## src/rtl/piece_queue_if.sv

```systemverilog
// Handshake bundle between the piece generator / game FSM and piece_queue_ctrl.
// The master side drives the generator samples and pops; the slave side is the queue.
interface piece_queue_if #(
  parameter int DEPTH = 4
);
  localparam int CW = $clog2(DEPTH + 1);

  logic          gen_ready;
  logic [2:0]    gen_piece;
  logic          pop;
  logic          piece_valid;
  logic [2:0]    piece_out;
  logic          next_valid;
  logic [2:0]    next_piece;
  logic [CW-1:0] count;
  logic          underflow;

  modport master (
    output gen_ready, gen_piece, pop,
    input  piece_valid, piece_out, next_valid, next_piece, count, underflow
  );

  modport slave (
    input  gen_ready, gen_piece, pop,
    output piece_valid, piece_out, next_valid, next_piece, count, underflow
  );
endinterface

```

## src/rtl/piece_queue_ctrl.sv

```systemverilog
// Warm-up filter plus DEPTH-entry preview FIFO between the piece generator and game FSM.
// Optional 7-bag dealing is enabled by defining PIECE_BAG_EN.
module piece_queue_ctrl #(
  parameter int DEPTH  = 4,
  parameter int WARMUP = 16
) (
  input  logic         clk,
  input  logic         nreset,
  piece_queue_if.slave bus
);
  localparam int PW = $clog2(DEPTH);
  localparam int CW = $clog2(DEPTH + 1);
  localparam int WW = (WARMUP > 1) ? $clog2(WARMUP) : 1;

  localparam logic [1:0] S_WARMUP = 2'd0;
  localparam logic [1:0] S_FILL   = 2'd1;
  localparam logic [1:0] S_SERVE  = 2'd2;

  logic [1:0]             state;
  logic [WW-1:0]          warm;
  logic [PW-1:0]          rd_ptr, wr_ptr, rd_ptr_n1;
  logic [CW-1:0]          cnt, cnt_nxt;
  logic [DEPTH-1:0][2:0]  mem;
  logic                   underflow_q;
  logic                   active, pop_eff, push, bag_ok;

`ifdef PIECE_BAG_EN
  logic [6:0] bag_used, bag_set, bag_nxt;
  logic [7:0] bag_ext;

  // Code 7 maps onto the forced-set top bit, so the index never leaves the vector.
  always_comb begin
    bag_ext = {1'b1, bag_used};
    bag_ok  = !bag_ext[bus.gen_piece];
    bag_set = bag_used | (7'd1 << bus.gen_piece);
    bag_nxt = (&bag_set) ? 7'd0 : bag_set;
  end

  always_ff @(posedge clk) begin
    if (!nreset)   bag_used <= 7'd0;
    else if (push) bag_used <= bag_nxt;
  end
`else
  assign bag_ok = 1'b1;
`endif

  always_comb begin
    active  = (state != S_WARMUP);
    pop_eff = active && bus.pop && (cnt != '0);
    // A full FIFO still accepts when the head leaves on the same edge.
    push    = active && bus.gen_ready && (bus.gen_piece != 3'b111) && bag_ok &&
              ((cnt < CW'(DEPTH)) || pop_eff);
    cnt_nxt = cnt + CW'(push) - CW'(pop_eff);
  end

  always_ff @(posedge clk) begin
    if (!nreset) begin
      state       <= S_WARMUP;
      warm        <= '0;
      rd_ptr      <= '0;
      wr_ptr      <= '0;
      cnt         <= '0;
      underflow_q <= 1'b0;
    end else begin
      case (state)
        S_WARMUP: begin
          underflow_q <= bus.pop;
          if (warm == WW'(WARMUP - 1)) state <= S_FILL;
          else                         warm  <= warm + 1'b1;
        end
        default: begin
          underflow_q <= bus.pop && (cnt == '0);
          if (pop_eff) rd_ptr <= rd_ptr + 1'b1;
          if (push)    wr_ptr <= wr_ptr + 1'b1;
          cnt   <= cnt_nxt;
          state <= (cnt_nxt == CW'(DEPTH)) ? S_SERVE : S_FILL;
        end
      endcase
    end
  end

  // Storage needs no reset: occupancy gates every read.
  always_ff @(posedge clk) begin
    if (push) mem[wr_ptr] <= bus.gen_piece;
  end

  assign rd_ptr_n1       = rd_ptr + 1'b1;
  assign bus.piece_valid = (cnt != '0);
  assign bus.piece_out   = bus.piece_valid ? mem[rd_ptr] : 3'b000;
  assign bus.next_valid  = (cnt >= CW'(2));
  assign bus.next_piece  = bus.next_valid ? mem[rd_ptr_n1] : 3'b000;
  assign bus.count       = cnt;
  assign bus.underflow   = underflow_q;
endmodule

```

## src/flat_wrapper.sv

```systemverilog
// flat-port wrapper written by rule: the top's interface ports become plain ports
module piece_queue_ctrl_flat 
#(
  parameter int DEPTH  = 4,
  parameter int WARMUP = 16
)
  (clk, nreset, bus_gen_ready, bus_gen_piece, bus_pop, bus_piece_valid, bus_piece_out, bus_next_valid, bus_next_piece, bus_count, bus_underflow);
  piece_queue_if #(.DEPTH(DEPTH)) bus_i ();
  input  logic clk;
  input  logic nreset;
  input wire logic [$bits(bus_i.gen_ready)-1:0] bus_gen_ready;
  input wire logic [$bits(bus_i.gen_piece)-1:0] bus_gen_piece;
  input wire logic [$bits(bus_i.pop)-1:0] bus_pop;
  output wire logic [$bits(bus_i.piece_valid)-1:0] bus_piece_valid;
  output wire logic [$bits(bus_i.piece_out)-1:0] bus_piece_out;
  output wire logic [$bits(bus_i.next_valid)-1:0] bus_next_valid;
  output wire logic [$bits(bus_i.next_piece)-1:0] bus_next_piece;
  output wire logic [$bits(bus_i.count)-1:0] bus_count;
  output wire logic [$bits(bus_i.underflow)-1:0] bus_underflow;
  assign bus_i.gen_ready = bus_gen_ready;
  assign bus_i.gen_piece = bus_gen_piece;
  assign bus_i.pop = bus_pop;
  assign bus_piece_valid = bus_i.piece_valid;
  assign bus_piece_out = bus_i.piece_out;
  assign bus_next_valid = bus_i.next_valid;
  assign bus_next_piece = bus_i.next_piece;
  assign bus_count = bus_i.count;
  assign bus_underflow = bus_i.underflow;
  piece_queue_ctrl #(.DEPTH(DEPTH), .WARMUP(WARMUP)) u_core (.clk(clk), .nreset(nreset), .bus(bus_i));
endmodule
```

## config.mk

```make
export PLATFORM = sky130hd
export DESIGN_NAME = piece_queue_ctrl_flat
export DESIGN_NICKNAME = d
export VERILOG_FILES = /design/src/rtl/piece_queue_if.sv /design/src/rtl/piece_queue_ctrl.sv /design/src/flat_wrapper.sv
export SDC_FILE = /design/constraint.sdc
export NUM_CORES = 1
export LEC_CHECK = 0
export CORE_ASPECT_RATIO = 0.8
export CORE_MARGIN = 5
export CORE_UTILIZATION = 45
export CTS_CLUSTER_SIZE = 40
export DETAILED_ROUTE_END_ITERATION = 10
export GPL_TIMING_DRIVEN = 1
export HOLD_SLACK_MARGIN = 0.12
export PLACE_DENSITY = 0.68
export SYNTH_ARGS = -nofsm -noshare
export SYNTH_HDL_FRONTEND = slang
export SYNTH_SLANG_ARGS = --single-unit
```

## constraint.sdc

```tcl
create_clock -name clk -period 4.45 [get_ports clk]
set_input_delay 0.89 -clock clk [delete_from_list [all_inputs] [get_ports clk]]
set_output_delay 0.89 -clock clk [all_outputs]
set_load 0.01 [all_outputs]
```

After elaboration in Yosys (flattened, before gate mapping)
Cells that the tools add are included.
{"block": "op_classes", "mux": 13, "add_sub_neg": 5, "n_reduce_logical": 15, "bitwise": 2, "n_eq_ne": 4, "n_lt_le_gt_ge": 6}
{"operator": "2-to-1 mux 3 bit", "n": 5}
{"operator": "binary-select mux 3 bit (select 2 bit)", "n": 2}
{"operator": "bitwise mux 12 bit", "n": 1}
{"operator": "< comparator 2 x 3 -> 1 bit, second input constant", "n": 3}
{"operator": "logical AND 1 bit", "n": 7}
{"operator": "demux 3 bit (select 2 bit)", "n": 1}
{"operator": "2-to-1 mux 2 bit", "n": 3}
{"operator": "AND reduction 2 bit", "n": 3}
{"operator": "adder 2 x 1 -> 2 bit, second input constant", "n": 2}
{"operator": "adder 4 x 1 -> 4 bit, second input constant", "n": 1}
{"operator": "equality test 4 bit, second input constant", "n": 1}
{"operator": "adder 3 x 1 -> 3 bit", "n": 1}
{"operator": "equality test 3 bit, second input constant", "n": 1}
{"operator": ">= comparator 3 x 2 -> 1 bit, second input constant", "n": 1}
{"operator": "zero test 3 bit", "n": 1}
{"operator": "< comparator 3 bit, second input constant", "n": 1}
{"operator": "inequality test 3 bit, second input constant", "n": 1}
{"operator": "nonzero test 3 bit", "n": 1}
{"operator": "subtractor 3 x 1 -> 3 bit", "n": 1}
{"operator": ">= comparator 2 x 1 -> 1 bit, second input constant", "n": 1}
{"operator": "zero test 2 bit", "n": 1}
{"operator": "inequality test 2 x 1 -> 1 bit, second input constant", "n": 1}
{"operator": "inverter 1 bit", "n": 2}
{"operator": "nonzero test 2 bit", "n": 1}
{"operator": "2 further kinds", "n": 2}
{"block": "word_totals", "word_cells": 55, "reg_bits": 26}

Logic depth before layout (Yosys ltp)
Gate-level depths: netlist of run 1.
{"block": "depth", "ltp_word": 10, "depth_mapped": 9, "ltp_nobuf": 9}

Least setup slack after synthesis of run 1
No wires, ideal clock.
{"block": "synth_path", "path_type": "input to register", "start": "input bus_pop", "end": "register u_core.state[0]", "setup_time_ns": 0.091, "t_arrival_ns": 2.297, "cell_stages": 7, "setup_slack_ns": 2.062, "n_path_buf": 0, "cell_sequence": "nor3b_2 > ha_1 > inv_1 > ha_1 > fa_1 > xnor2_1 > a311oi_1"}
{"block": "synth_between", "elab_chain_len": 9}
{"element": "start: declaration", "line": "flat_wrapper.sv:13", "rtl": "input wire logic [$bits(bus_i.pop)-1:0] bus_pop;"}
{"element": "logical AND 1 bit * (2 in series)", "line": "piece_queue_ctrl.sv:49", "rtl": "pop_eff = active && bus.pop && (cnt != '0);"}
{"element": "logical OR 1 bit", "line": "piece_queue_ctrl.sv:52", "rtl": "((cnt < CW'(DEPTH)) || pop_eff);"}
{"element": "logical AND 1 bit", "line": "piece_queue_ctrl.sv:51", "rtl": "push = active && bus.gen_ready && (bus.gen_piece != 3'b111) && bag_ok &&"}
{"element": "adder 3 x 1 -> 3 bit", "line": "piece_queue_ctrl.sv:53", "rtl": "cnt_nxt = cnt + CW'(push) - CW'(pop_eff);"}
{"element": "subtractor 3 x 1 -> 3 bit *", "line": "piece_queue_ctrl.sv:53"}
{"element": "equality test 3 bit *", "line": "piece_queue_ctrl.sv:76", "rtl": "state <= (cnt_nxt == CW'(DEPTH)) ? S_SERVE : S_FILL;"}
{"element": "2-to-1 mux 2 bit *", "line": "piece_queue_ctrl.sv:76"}
{"element": "2-to-1 mux 2 bit *", "line": "piece_queue_ctrl.sv:65", "rtl": "case (state)"}
{"element": "end signal: assignment", "line": "piece_queue_ctrl.sv:76"}
{"element": "end: declaration", "line": "piece_queue_ctrl.sv:19", "rtl": "logic [1:0] state;"}
Every way passes the cells marked *; elsewhere a longest branch is shown, timed or not.
A chain may end at the register's enable or synchronous reset.

Final worst setup path of run 1
{"block": "layout_path", "start": "register u_core.rd_ptr[0]", "end": "output bus_next_piece[2]"}
{"block": "layout_between", "elab_chain_len": 4}
{"element": "start: declaration", "line": "piece_queue_ctrl.sv:21", "rtl": "logic [PW-1:0] rd_ptr, wr_ptr, rd_ptr_n1;"}
{"element": "start signal: assignment", "line": "piece_queue_ctrl.sv:73", "rtl": "if (pop_eff) rd_ptr <= rd_ptr + 1'b1;"}
{"element": "adder 2 x 1 -> 2 bit", "line": "piece_queue_ctrl.sv:87", "rtl": "assign rd_ptr_n1 = rd_ptr + 1'b1;"}
{"element": "binary-select mux 3 bit (select 2 bit)", "line": "piece_queue_ctrl.sv:91", "rtl": "assign bus.next_piece = bus.next_valid ? mem[rd_ptr_n1] : 3'b000;"}
{"element": "2-to-1 mux 3 bit (not written as such)", "line": "piece_queue_ctrl.sv:91"}
{"element": "2-to-1 mux 3 bit", "line": "piece_queue_ctrl.sv:91"}
{"element": "end: declaration", "line": "flat_wrapper.sv:17", "rtl": "output wire logic [$bits(bus_i.next_piece)-1:0] bus_next_piece;"}
No other way between the ends. The select of a mux whose other input is x is not followed.

==> load_flow_metrics.sql, run 1 <==
INSERT INTO impl_metrics (metric_group, metric, value, unit) VALUES
('global_route', 'number_of_global_route_vias_before_repair', '875', ''),
('sta', 'post-route-min-period', '2990', 'ps'),
('worst_setup_path', 'worst-path-buf-inv', '1', ''),
('worst_setup_path', 'r2r-end', 'u_core.state[0]', ''),
('logic_synthesis', 'synth-seq-area-share', '48.9', '%'),
('worst_setup_path', 'critPathCaptureType', 'primary output', ''),
('cts', 'cts-resized-gates', '0', ''),
('drt', 'antenna_violating_nets_post_route', '0', ''),
('logic_synthesis', 'syn-num-nets', '128', ''),
('cells_and_area', 'final_design_area_no_fill', '1590', 'um^2'),
('sta', 'rsz0062_at_grt', 'no', ''),
('logic_synthesis', 'synthFlopType', 'sky130_fd_sc_hd__dfxtp_1', ''),
('placed_design', 'port-buffer-count', '18', ''),
('worst_setup_path', 'worstPathCellList', 'mux4_2 -> and2_1 -> clkdlybuf4s50_1', ''),
('power', 'power_report.internal_total', '0.381', 'mW'),
('power', 'switchingPower', '0.0875', 'mW'),
('hold_path', 'hold_end', 'u_core.wr_ptr[1]', ''),
('worst_setup_path', 'worst_path_largest_cell_delay', '630', 'ps'),
('floorplanning', 'die_h', '58.3', 'um'),
('logic_synthesis', 'async_reset_ff_share', '0', '%'),
('power', 'combinationalPowerShare', '3.6', '%'),
('logic_synthesis', 'yosysMostFrequentCell', 'sky130_fd_sc_hd__dfxtp_1', ''),
('cts', 'worst_skew_pair.late_latency', '280', 'ps'),
('worst_setup_path', 'ff2ff_setup_slack', '2020', 'ps'),
('logic_synthesis', 'synthDistinctLibCells', '30', ''),
('cells_and_area', 'post_route_cells_drive_above_1_share', '10.0', '%'),
('placed_design', 'postPlaceCellArea', '1520', 'um^2'),
('cts', 'h_tree_levels', '1', ''),
('logic_synthesis', 'synth-edff-count', '12', ''),
('sta', 'hold_viol_final', '0', ''),
('worst_setup_path', 'type_of_the_worst_setup_path', 'register to primary output', ''),
('drt', 'detail_route.wl_per_cell', '14.7', 'um'),
('logic_synthesis', 'syn-cell-area', '1310', 'um^2'),
('drt', 'drt_pre_antenna_iters', '4', ''),
('floorplanning', 'design.portCount', '19', ''),
('placed_design', 'gpl.final_weighted_congestion', '0.788', ''),
('cts', 'clock_sink_count', '26', ''),
('status', 'outcome', 'finished, final reports clean', ''),
('floorplanning', 'row_count', '17', ''),
('cells_and_area', 'regArea', '641', 'um^2'),
('placed_design', 'place.detailed.instances', '164', ''),
('cells_and_area', 'flow.area_growth_from_synthesis', '21.1', '%'),
('sta', 'tns', '0', 'ps'),
('floorplanning', 'fp.coreArea', '2790', 'um^2'),
('sta', 'fin_ws', '1460', 'ps'),
('global_route', 'overflow', '0', ''),
('drt', 'detailroute.via_count', '895', ''),
('cts', 'cts_hold_repair.buffers', '0', ''),
('cts', 'cts-buffers-inserted', '3', ''),
('logic_synthesis', 'syn-instance-count', '112', ''),
('sta', 'finalHoldWorstSlack', '498', 'ps'),
('sta', 'tightestPinTransition', '605', 'ps'),
('drt', 'remaining_drc_errors', '0', ''),
('cts', 'cts-root-buf', 'sky130_fd_sc_hd__clkbuf_8', ''),
('floorplanning', 'die_width', '70.3', 'um'),
('logic_synthesis', 'netlist.area_leader.share', '27.5', '%'),
('sta', 'timing_max_transition_violations_final', '0', ''),
('hold_path', 'number_of_instances_on_the_worst_hold_path', '2', ''),
('hold_path', 'min_from', 'u_core.wr_ptr[1]', ''),
('floorplanning', 'initial_standard_cell_utilization_of_the_core', '47.0', '%'),
('worst_setup_path', 'arrival', '2100', 'ps'),
('placed_design', 'pre_cts_slack', '1380', 'ps'),
('drt', 'drt_iter0_drc', '47', ''),
('global_route', 'grt_first_pass_wirelength', '4080', 'um'),
('cts', 'postCtsSetupRepairBufs', '0', ''),
('worst_setup_path', 'crit-reg2reg-launch', 'u_core.state[0]', ''),
('sta', 'upper_clock_frequency_limit', '334', 'MHz'),
('drt', 'route.final.wire_length', '2470', 'um'),
('cts', 'number_of_buffers_between_clock_root_and_the_deepest_sink', '2', ''),
('logic_synthesis', 'count_of_yosys_warnings_during_synthesis', '0', ''),
('power', 'share_clk_of_total_power', '42.2', '%');
## power groups by stage
stage	clock network, mW	registers, mW	logic [mW]
6_report	0.198	0.254	0.0170
2_1_floorplan	0	0.260	0.00730
5_1_grt	0.207	0.255	0.0196
4_1_cts	0.197	0.254	0.0172
3_5_place_dp	0	0.260	0.0171
3_3_place_gp	0	0.260	0.0164
## registers in the layout, summed over array words and instances, names as in the netlist
| name | cells |
|---|---|
| u_core.bus.count | 3 |
| u_core.bus.underflow | 1 |
| u_core.mem | 12 |
| u_core.rd_ptr | 2 |
| u_core.state | 2 |
| u_core.warm | 4 |
| u_core.wr_ptr | 2 |
## worst min-delay path, cell delays in order (launching register included)
cell and delay (ps):
sky130_fd_sc_hd__dfxtp_1 340, sky130_fd_sc_hd__nand2_1 60, sky130_fd_sc_hd__mux2i_1 50
## through the flow
stage          power, mW  util, %
2_1_floorplan      0.267        -
3_5_place_dp       0.277     54.4
5_1_grt            0.481     56.9
4_1_cts            0.469     56.9
3_3_place_gp       0.276     54.4
6_report           0.469     56.9
## final cells by class
class	count	share of cell area, %
flip-flops and latches	26	40.4
multi-input cells	71	38.2
clock buffers	3	2.60
well taps	38	3.00
clock inverters	1	1.89
inverters	11	2.60
repair buffers	18	11.4
## layout by cell type, fill, tap and decap left out, drive strengths merged, types with 2 or more instances in the layout
cell type,Yosys,routed
mux4,6,6
and2,7,7
xnor2,2,2
edfxtp,12,12
a21oi,7,7
nand3,2,2
clkbuf,0,3
nor2,4,4
ha,8,8
mux2i,4,4
dfxtp,14,14
a311oi,2,2
nor3,2,2
clkdlybuf4s50,0,18
inv,10,10
nor2b,3,3
nand2,13,13
and4,2,2
## logic make-up (layout without fill, tap and decap cells)
family	count (synthesis)	after routing	synth area share [%]
xor+xnor	2	2	1.34
flops	26	26	48.9
mux	10	10	13.4
compound gates	12	12	6.49
buf+inv	15	33	4.87
fa+ha+maj	9	9	9.17
simple gates	38	38	15.9
## per-layer routing
layer  up-vias  wire length (um)  global-route usage [%]
li1        430                 -                       -
met1       442              1110                    15.7
met2        21              1220                    22.5
met3         2               136                    4.85
met4         0                 4                    1.64
met5         -                 0                       0
## worst max-delay path by stage
stage          cells after the start  slack, ps           endpoint
3_3_place_gp                       8       1520    u_core.state[0]
4_1_cts                            3       1440  bus_next_piece[2]
5_1_grt                            3       1350   bus_piece_out[0]
3_5_place_dp                       8       1380    u_core.state[1]
6_report                           3       1460  bus_next_piece[2]
2_1_floorplan                      7       2060    u_core.state[0]
Note: power is estimated with default switching activity, not from simulation.
==> inputs of run 2 (changes only) <==
==> constraint.sdc (replaced) <==
create_clock -name clk -period 2.8 [get_ports clk]
set_input_delay 0.56 -clock clk [delete_from_list [all_inputs] [get_ports clk]]
set_output_delay 0.56 -clock clk [all_outputs]
set_load 0.01 [all_outputs]
==> run 2 against run 1 <==
Clock skew is essentially flat. Via count shrank 1.6%. Flip-flop and latch count is the same. Critical endpoint is now bus_piece_out[2]. Largest power group unchanged.
==> load_flow_metrics.sql, run 2 (synthesized netlist as in run 1, its figures left out) <==
INSERT INTO impl_metrics (metric_group, metric, value, unit) VALUES
('cells_and_area', 'layout_commonest_cell', 'sky130_fd_sc_hd__clkdlybuf4s50_1', ''),
('cts', 'cts_hold_repair.buffers', '0', ''),
('worst_setup_path', 'crit_path_start_kind', 'register', ''),
('power', 'vdd_ir_drop_max', '0.000320', 'V'),
('cells_and_area', 'mostFrequentLayoutCells', '18 x sky130_fd_sc_hd__clkdlybuf4s50_1, 14 x sky130_fd_sc_hd__dfxtp_1, 13 x sky130_fd_sc_hd__nand2_1, 12 x sky130_fd_sc_hd__edfxtp_1, 10 x sky130_fd_sc_hd__inv_1', ''),
('drt', 'detailroute.via_count', '881', ''),
('drt', 'drt_pre_antenna_iters', '4', ''),
('worst_setup_path', 'ff2ff_path_depth', '8', ''),
('cells_and_area', 'diodes_inserted', '0', ''),
('drt', 'antenna_violating_nets_post_route', '0', ''),
('worst_setup_path', 'arrival', '2110', 'ps'),
('sta', 'timing_max_transition_violations_final', '0', ''),
('cells_and_area', 'flow.area_growth_from_synthesis', '21.1', '%'),
('floorplanning', 'fp.coreArea', '2790', 'um^2'),
('global_route', 'grt_first_pass_wirelength', '4200', 'um'),
('hold_path', 'hold_end', 'u_core.wr_ptr[1]', ''),
('cells_and_area', 'post_route_cells_drive_above_1_share', '10.0', '%'),
('placed_design', 'hpwl_after_detailed_placement', '1950', 'um'),
('cells_and_area', 'fin_nets', '147', ''),
('global_route', 'overflow', '0', ''),
('hold_path', 'min_from', 'u_core.wr_ptr[1]', ''),
('worst_setup_path', 'r2r-end', 'u_core.state[0]', ''),
('power', 'power.density_cell_area', '468', 'nW/um^2'),
('sta', 'fin_skew', '10.1', 'ps'),
('cells_and_area', 'largest_register_ff_count', '12', ''),
('worst_setup_path', 'crit-reg2reg-launch', 'u_core.bus.count[2]', ''),
('global_route', 'groute.usage.overall', '13.5', '%'),
('placed_design', 'port-buffer-count', '18', ''),
('sta', 'final.period_utilization', '95.4', '%'),
('floorplanning', 'initial_standard_cell_utilization_of_the_core', '47.0', '%'),
('sta', 'post-route-min-period', '2670', 'ps'),
('drt', 'detail_route.wl_per_cell', '15.2', 'um'),
('sta', 'hold_viol_final', '0', ''),
('cts', 'cts-root-buf', 'sky130_fd_sc_hd__clkbuf_8', ''),
('cts', 'postCtsSetupRepairBufs', '0', ''),
('sta', 'tightestPinTransition', '604', 'ps'),
('hold_path', 'worstHoldPathType', 'register to register', ''),
('global_route', 'pin_count_of_the_biggest_net_entering_global_routing', '16', ''),
('drt', 'drt-vias-per-instance', '5.24', ''),
('sta', 'rsz0062_at_grt', 'no', ''),
('worst_setup_path', 'timing.critical_path.from', 'u_core.rd_ptr[0]', ''),
('cts', 'cts-resized-gates', '0', ''),
('sta', 'finalHoldWorstSlack', '504', 'ps'),
('flow_run', 'max_cap_violations', '0', ''),
('power', 'power.leakage', '0.567', 'nW'),
('floorplanning', 'design.portCount', '19', ''),
('worst_setup_path', 'critical_path_peak_fanout', '9', ''),
('hold_path', 'number_of_instances_on_the_worst_hold_path', '2', ''),
('cells_and_area', 'largest_register', 'u_core.mem', ''),
('worst_setup_path', 'critical_path_required', '2240', 'ps'),
('floorplanning', 'die_h', '58.3', 'um'),
('worst_setup_path', 'type_of_the_worst_setup_path', 'register to primary output', ''),
('sta', 'max_slew_margin', '59.6', '%'),
('drt', 'drt_iter0_drc', '58', ''),
('global_route', 'number_of_global_route_vias_before_repair', '884', ''),
('cts', 'worst_skew_pair.late_latency', '280', 'ps'),
('drt', 'remaining_drc_errors', '0', ''),
('drt', 'route.final.wire_length', '2550', 'um'),
('cts', 'h_tree_levels', '1', ''),
('status', 'outcome', 'finished, final reports clean', ''),
('worst_setup_path', 'critPathCaptureType', 'primary output', ''),
('global_route', 'grt_antenna_before_repair', '0', ''),
('sta', 'tns', '0', 'ps'),
('floorplanning', 'die_width', '70.3', 'um'),
('cts', 'clock_tree_from_tritoncts', 'yes', ''),
('sta', 'setup_violations', '0', ''),
('cts', 'number_of_buffers_between_clock_root_and_the_deepest_sink', '2', ''),
('cts', 'cts-buffers-inserted', '3', ''),
('worst_setup_path', 'ff2ff_setup_slack', '390', 'ps'),
('sta', 'upper_clock_frequency_limit', '374', 'MHz'),
('placed_design', 'gpl.final_weighted_congestion', '0.788', ''),
('cts', 'clock_sink_count', '26', ''),
('floorplanning', 'row_count', '17', ''),
('floorplanning', 'dieArea', '4100', 'um^2'),
('cts', 'post_cts_clock_slew_at_the_launch_and_capture_registers_of_the_worst_setup_and_hold_paths', '90', 'ps');
[run 2: cell counts in the layout (fill, tap and decap cells not counted)]
No cell type changed its count.
[run 2: report_power, final]
part           internal (mW)  switching [mW]
Sequential             0.401         0.00334
Clock                  0.191           0.119
Combinational         0.0141          0.0134
[run 2: final cells by class]
class | count | area [um^2]
Fill cell | 239 | 1200
Multi-Input combinational cell | 71 | 606
Clock buffer | 3 | 41.3
Inverter | 11 | 41.3
Tap cell | 38 | 47.5
Sequential cell | 26 | 641
Timing Repair Buffer | 18 | 180
Clock inverter | 1 | 30.0
[run 2: critical path, cell delays in order (launching register included)]
cell,delay [ps]
sky130_fd_sc_hd__dfxtp_1,630
sky130_fd_sc_hd__mux4_2,560
sky130_fd_sc_hd__nor2b_1,140
sky130_fd_sc_hd__clkdlybuf4s50_1,500
[run 2: metal layers]
metal,track usage (%),vias to the layer above,part of all wire (%)
met5,0,-,0
met4,4.10,0,0.67
met3,4.68,2,6.7
met2,24.0,25,50
met1,15.5,424,43
li1,-,430,-
[run 2: per-stage QoR]
step           std cells  power, mW  setup slack (ps)  utilization, %  instance area (um^2)
2_1_floorplan        112      0.424               651               -                  1310
3_3_place_gp         164      0.438               199            54.4                  1520
3_5_place_dp         164      0.441              58.2            54.4                  1520
4_1_cts              168      0.747               106            56.9                  1590
5_1_grt              168      0.764              8.11            56.9                  1590
6_report             168      0.742               129            56.9                  1590
[run 2: worst max path at each step]
stage	endpoint	slack, ps	cells after the start
4_1_cts	bus_next_piece[2]	110	3
6_report	bus_piece_out[2]	130	3
2_1_floorplan	u_core.state[0]	650	8
3_5_place_dp	u_core.state[1]	60	8
3_3_place_gp	u_core.state[0]	200	8
5_1_grt	bus_piece_out[0]	8	3
==> inputs of run 3 (changes only) <==
--- a/config.mk
+++ b/config.mk
@@ -13,6 +13,7 @@
 export GPL_TIMING_DRIVEN = 1
 export HOLD_SLACK_MARGIN = 0.12
 export PLACE_DENSITY = 0.68
+export SETUP_SLACK_MARGIN = 0.02
 export SYNTH_ARGS = -nofsm -noshare
 export SYNTH_HDL_FRONTEND = slang
 export SYNTH_SLANG_ARGS = --single-unit
==> run 3 against run 2 <==
Routed wire length is 0.27% lower. Clock-buffer cell count stayed put. Worst setup slack better by 110 ps. Design area hardly changed. Final cell count stayed put. Combinational power hardly changed. Sequential share of layout area hardly changed. Global-route usage stayed put.
==> load_flow_metrics.sql, run 3 (synthesized netlist as in run 1, its figures left out) <==
INSERT INTO impl_metrics (metric_group, metric, value, unit) VALUES
('status', 'outcome', 'finished, final reports clean', ''),
('drt', 'detail_route.wl_per_cell', '15.1', 'um'),
('power', 'power_report.internal_total', '0.606', 'mW'),
('cts', 'cts_hold_repair.buffers', '0', ''),
('global_route', 'grt_antenna_before_repair', '0', ''),
('worst_setup_path', 'type_of_the_worst_setup_path', 'register to primary output', ''),
('cts', 'cts-resized-gates', '0', ''),
('worst_setup_path', 'crit_path_start_kind', 'register', ''),
('sta', 'tightestPinTransition', '616', 'ps'),
('cts', 'clock_tree_from_tritoncts', 'yes', ''),
('global_route', 'grt_first_pass_wirelength', '4200', 'um'),
('power', 'combinationalPowerShare', '3.7', '%'),
('floorplanning', 'design.portCount', '19', ''),
('worst_setup_path', 'ff2ff_path_depth', '8', ''),
('power', 'power.density_cell_area', '467', 'nW/um^2'),
('hold_path', 'worstHoldPathType', 'register to register', ''),
('floorplanning', 'die_width', '70.3', 'um'),
('power', 'switchingPower', '0.136', 'mW'),
('placed_design', 'port-buffer-count', '18', ''),
('floorplanning', 'dieArea', '4100', 'um^2'),
('cts', 'postCtsSetupRepairBufs', '0', ''),
('worst_setup_path', 'critPathTopFamily', 'flip-flops', ''),
('global_route', 'overflow', '0', ''),
('floorplanning', 'fp.coreArea', '2790', 'um^2'),
('cells_and_area', 'largest_register_ff_count', '12', ''),
('cts', 'cts-buffers-inserted', '3', ''),
('cells_and_area', 'post_route_cells_drive_above_1_share', '10.8', '%'),
('cells_and_area', 'regArea', '642', 'um^2'),
('power', 'vdd_ir_drop_max', '0.000320', 'V'),
('worst_setup_path', 'worst_path_slowest_cell', 'sky130_fd_sc_hd__dfxtp_1', ''),
('global_route', 'pin_count_of_the_biggest_net_entering_global_routing', '16', ''),
('flow_run', 'max_cap_violations', '0', ''),
('placed_design', 'pre_cts_slack', '58.2', 'ps'),
('drt', 'drt-vias-per-instance', '5.27', ''),
('power', 'sequentialPowerShare', '54.4', '%'),
('cells_and_area', 'layout_commonest_cell', 'sky130_fd_sc_hd__clkdlybuf4s50_1', ''),
('placed_design', 'hpwl_after_detailed_placement', '1950', 'um'),
('worst_setup_path', 'timing.critical_path.from', 'u_core.rd_ptr[1]', ''),
('worst_setup_path', 'r2r-end', 'u_core.state[0]', ''),
('power', 'share_clk_of_total_power', '41.9', '%'),
('worst_setup_path', 'worstPathCellList', 'mux4_2 -> and2_1 -> clkdlybuf4s50_1', ''),
('worst_setup_path', 'critical_path_required', '2240', 'ps'),
('sta', 'setup_violations', '0', ''),
('worst_setup_path', 'worst_path_largest_cell_delay', '550', 'ps'),
('worst_setup_path', 'critPathCaptureType', 'primary output', ''),
('sta', 'timing_max_transition_violations_final', '0', ''),
('sta', 'tns', '0', 'ps'),
('cells_and_area', 'diodes_inserted', '0', ''),
('worst_setup_path', 'arrival', '2000', 'ps'),
('cells_and_area', 'fin_nets', '147', ''),
('sta', 'upper_clock_frequency_limit', '390', 'MHz'),
('sta', 'rsz0062_at_grt', 'no', ''),
('cts', 'cts-root-buf', 'sky130_fd_sc_hd__clkbuf_8', ''),
('sta', 'post-route-min-period', '2560', 'ps'),
('sta', 'finalHoldWorstSlack', '504', 'ps'),
('drt', 'drt_iter0_drc', '58', ''),
('drt', 'drt_pre_antenna_iters', '4', ''),
('cells_and_area', 'n_fill_cell', '238', ''),
('worst_setup_path', 'critical_path_peak_fanout', '8', ''),
('cts', 'number_of_buffers_between_clock_root_and_the_deepest_sink', '2', ''),
('power', 'switching_share', '18.3', '%'),
('sta', 'fin_skew', '10.1', 'ps'),
('sta', 'final.period_utilization', '91.5', '%'),
('drt', 'route.final.wire_length', '2540', 'um'),
('cells_and_area', 'finalCoreUtilization', '57.0', '%'),
('drt', 'remaining_drc_errors', '0', ''),
('cts', 'post_cts_clock_slew_at_the_launch_and_capture_registers_of_the_worst_setup_and_hold_paths', '90', 'ps'),
('worst_setup_path', 'ff2ff_setup_slack', '380', 'ps'),
('worst_setup_path', 'cp_num_cells', '3', ''),
('worst_setup_path', 'crit-reg2reg-launch', 'u_core.state[0]', ''),
('sta', 'fin_ws', '239', 'ps'),
('global_route', 'groute.usage.overall', '13.5', '%'),
('cells_and_area', 'combined_area_of_the_multi_input_logic_cells', '606', 'um^2'),
('power', 'power.leakage', '0.568', 'nW'),
('cts', 'clock_sink_count', '26', ''),
('floorplanning', 'row_count', '17', ''),
('cts', 'worst_skew_pair.late_latency', '280', 'ps'),
('drt', 'antenna_violating_nets_post_route', '0', ''),
('cells_and_area', 'mostFrequentLayoutCells', '18 x sky130_fd_sc_hd__clkdlybuf4s50_1, 13 x sky130_fd_sc_hd__nand2_1, 13 x sky130_fd_sc_hd__dfxtp_1, 12 x sky130_fd_sc_hd__edfxtp_1, 10 x sky130_fd_sc_hd__inv_1', ''),
('sta', 'max_slew_margin', '58.8', '%'),
('worst_setup_path', 'setup.worst_path.end', 'bus_next_piece[1]', ''),
('placed_design', 'gpl.final_weighted_congestion', '0.788', ''),
('floorplanning', 'initial_standard_cell_utilization_of_the_core', '47.0', '%'),
('sta', 'hold_viol_final', '0', ''),
('cells_and_area', 'largest_register', 'u_core.mem', ''),
('global_route', 'number_of_global_route_vias_before_repair', '884', ''),
('cts', 'h_tree_levels', '1', ''),
('floorplanning', 'die_h', '58.3', 'um'),
('worst_setup_path', 'worst-path-buf-inv', '1', ''),
('cells_and_area', 'flow.area_growth_from_synthesis', '21.2', '%'),
('drt', 'detailroute.via_count', '885', '');
## run 3: cell count changes in the layout (fill, tap and decap cells not counted)
| cell | before | now |
|---|---|---|
| sky130_fd_sc_hd__dfxtp_1 | 14 | 13 |
| sky130_fd_sc_hd__dfxtp_2 | 0 | 1 |
## run 3: how the worst min path moves through the flow
stage	start	cells past startpoint	to	slack [ps]
floorplan	u_core.wr_ptr[1]	2	u_core.wr_ptr[1]	470
global placement	u_core.wr_ptr[1]	2	u_core.wr_ptr[1]	480
detailed placement	u_core.wr_ptr[1]	2	u_core.wr_ptr[1]	500
CTS	u_core.wr_ptr[1]	2	u_core.wr_ptr[1]	510
global route	u_core.bus.count[2]	2	u_core.bus.count[2]	530
finish	u_core.wr_ptr[1]	2	u_core.wr_ptr[1]	500
## run 3: final cells by class
class                           count  area share [%]
Clock inverter                      1            1.89
Sequential cell                    26            40.4
Inverter                           11            2.60
Clock buffer                        3            2.60
Multi-Input combinational cell     71            38.1
Timing Repair Buffer               18            11.3
Tap cell                           38            2.99
## run 3: metal layers
layer,track usage [%],wire (um),vias up
li1,-,-,430
met1,15.5,1100,429
met2,24.0,1280,24
met3,4.68,148,2
met4,4.10,17,0
met5,0,0,-
## run 3: stage by stage
stage                     cells  power [mW]  instance area, um^2
after floorplan             112       0.424                 1310
after global placement      164       0.438                 1520
after detailed placement    164       0.441                 1520
after CTS                   168       0.747                 1590
after global routing        168       0.764                 1590
final                       168       0.742                 1590
## run 3: worst register-to-register path: stages (launching register included)
cell and delay [ps]:
sky130_fd_sc_hd__dfxtp_1 340, sky130_fd_sc_hd__nor2_1 500, sky130_fd_sc_hd__nor3b_2 150, sky130_fd_sc_hd__ha_1 320, sky130_fd_sc_hd__inv_1 40, sky130_fd_sc_hd__ha_1 190, sky130_fd_sc_hd__fa_1 370, sky130_fd_sc_hd__xnor2_1 160
sky130_fd_sc_hd__a311oi_1 260
## run 3: power groups by stage
stage / logic, mW / registers (mW) / clock network [mW]
floorplan: 0.0116 / 0.413 / 0
global placement: 0.0260 / 0.412 / 0
detailed placement: 0.0279 / 0.413 / 0
CTS: 0.0281 / 0.404 / 0.315
global route: 0.0310 / 0.405 / 0.328
finish: 0.0276 / 0.404 / 0.311
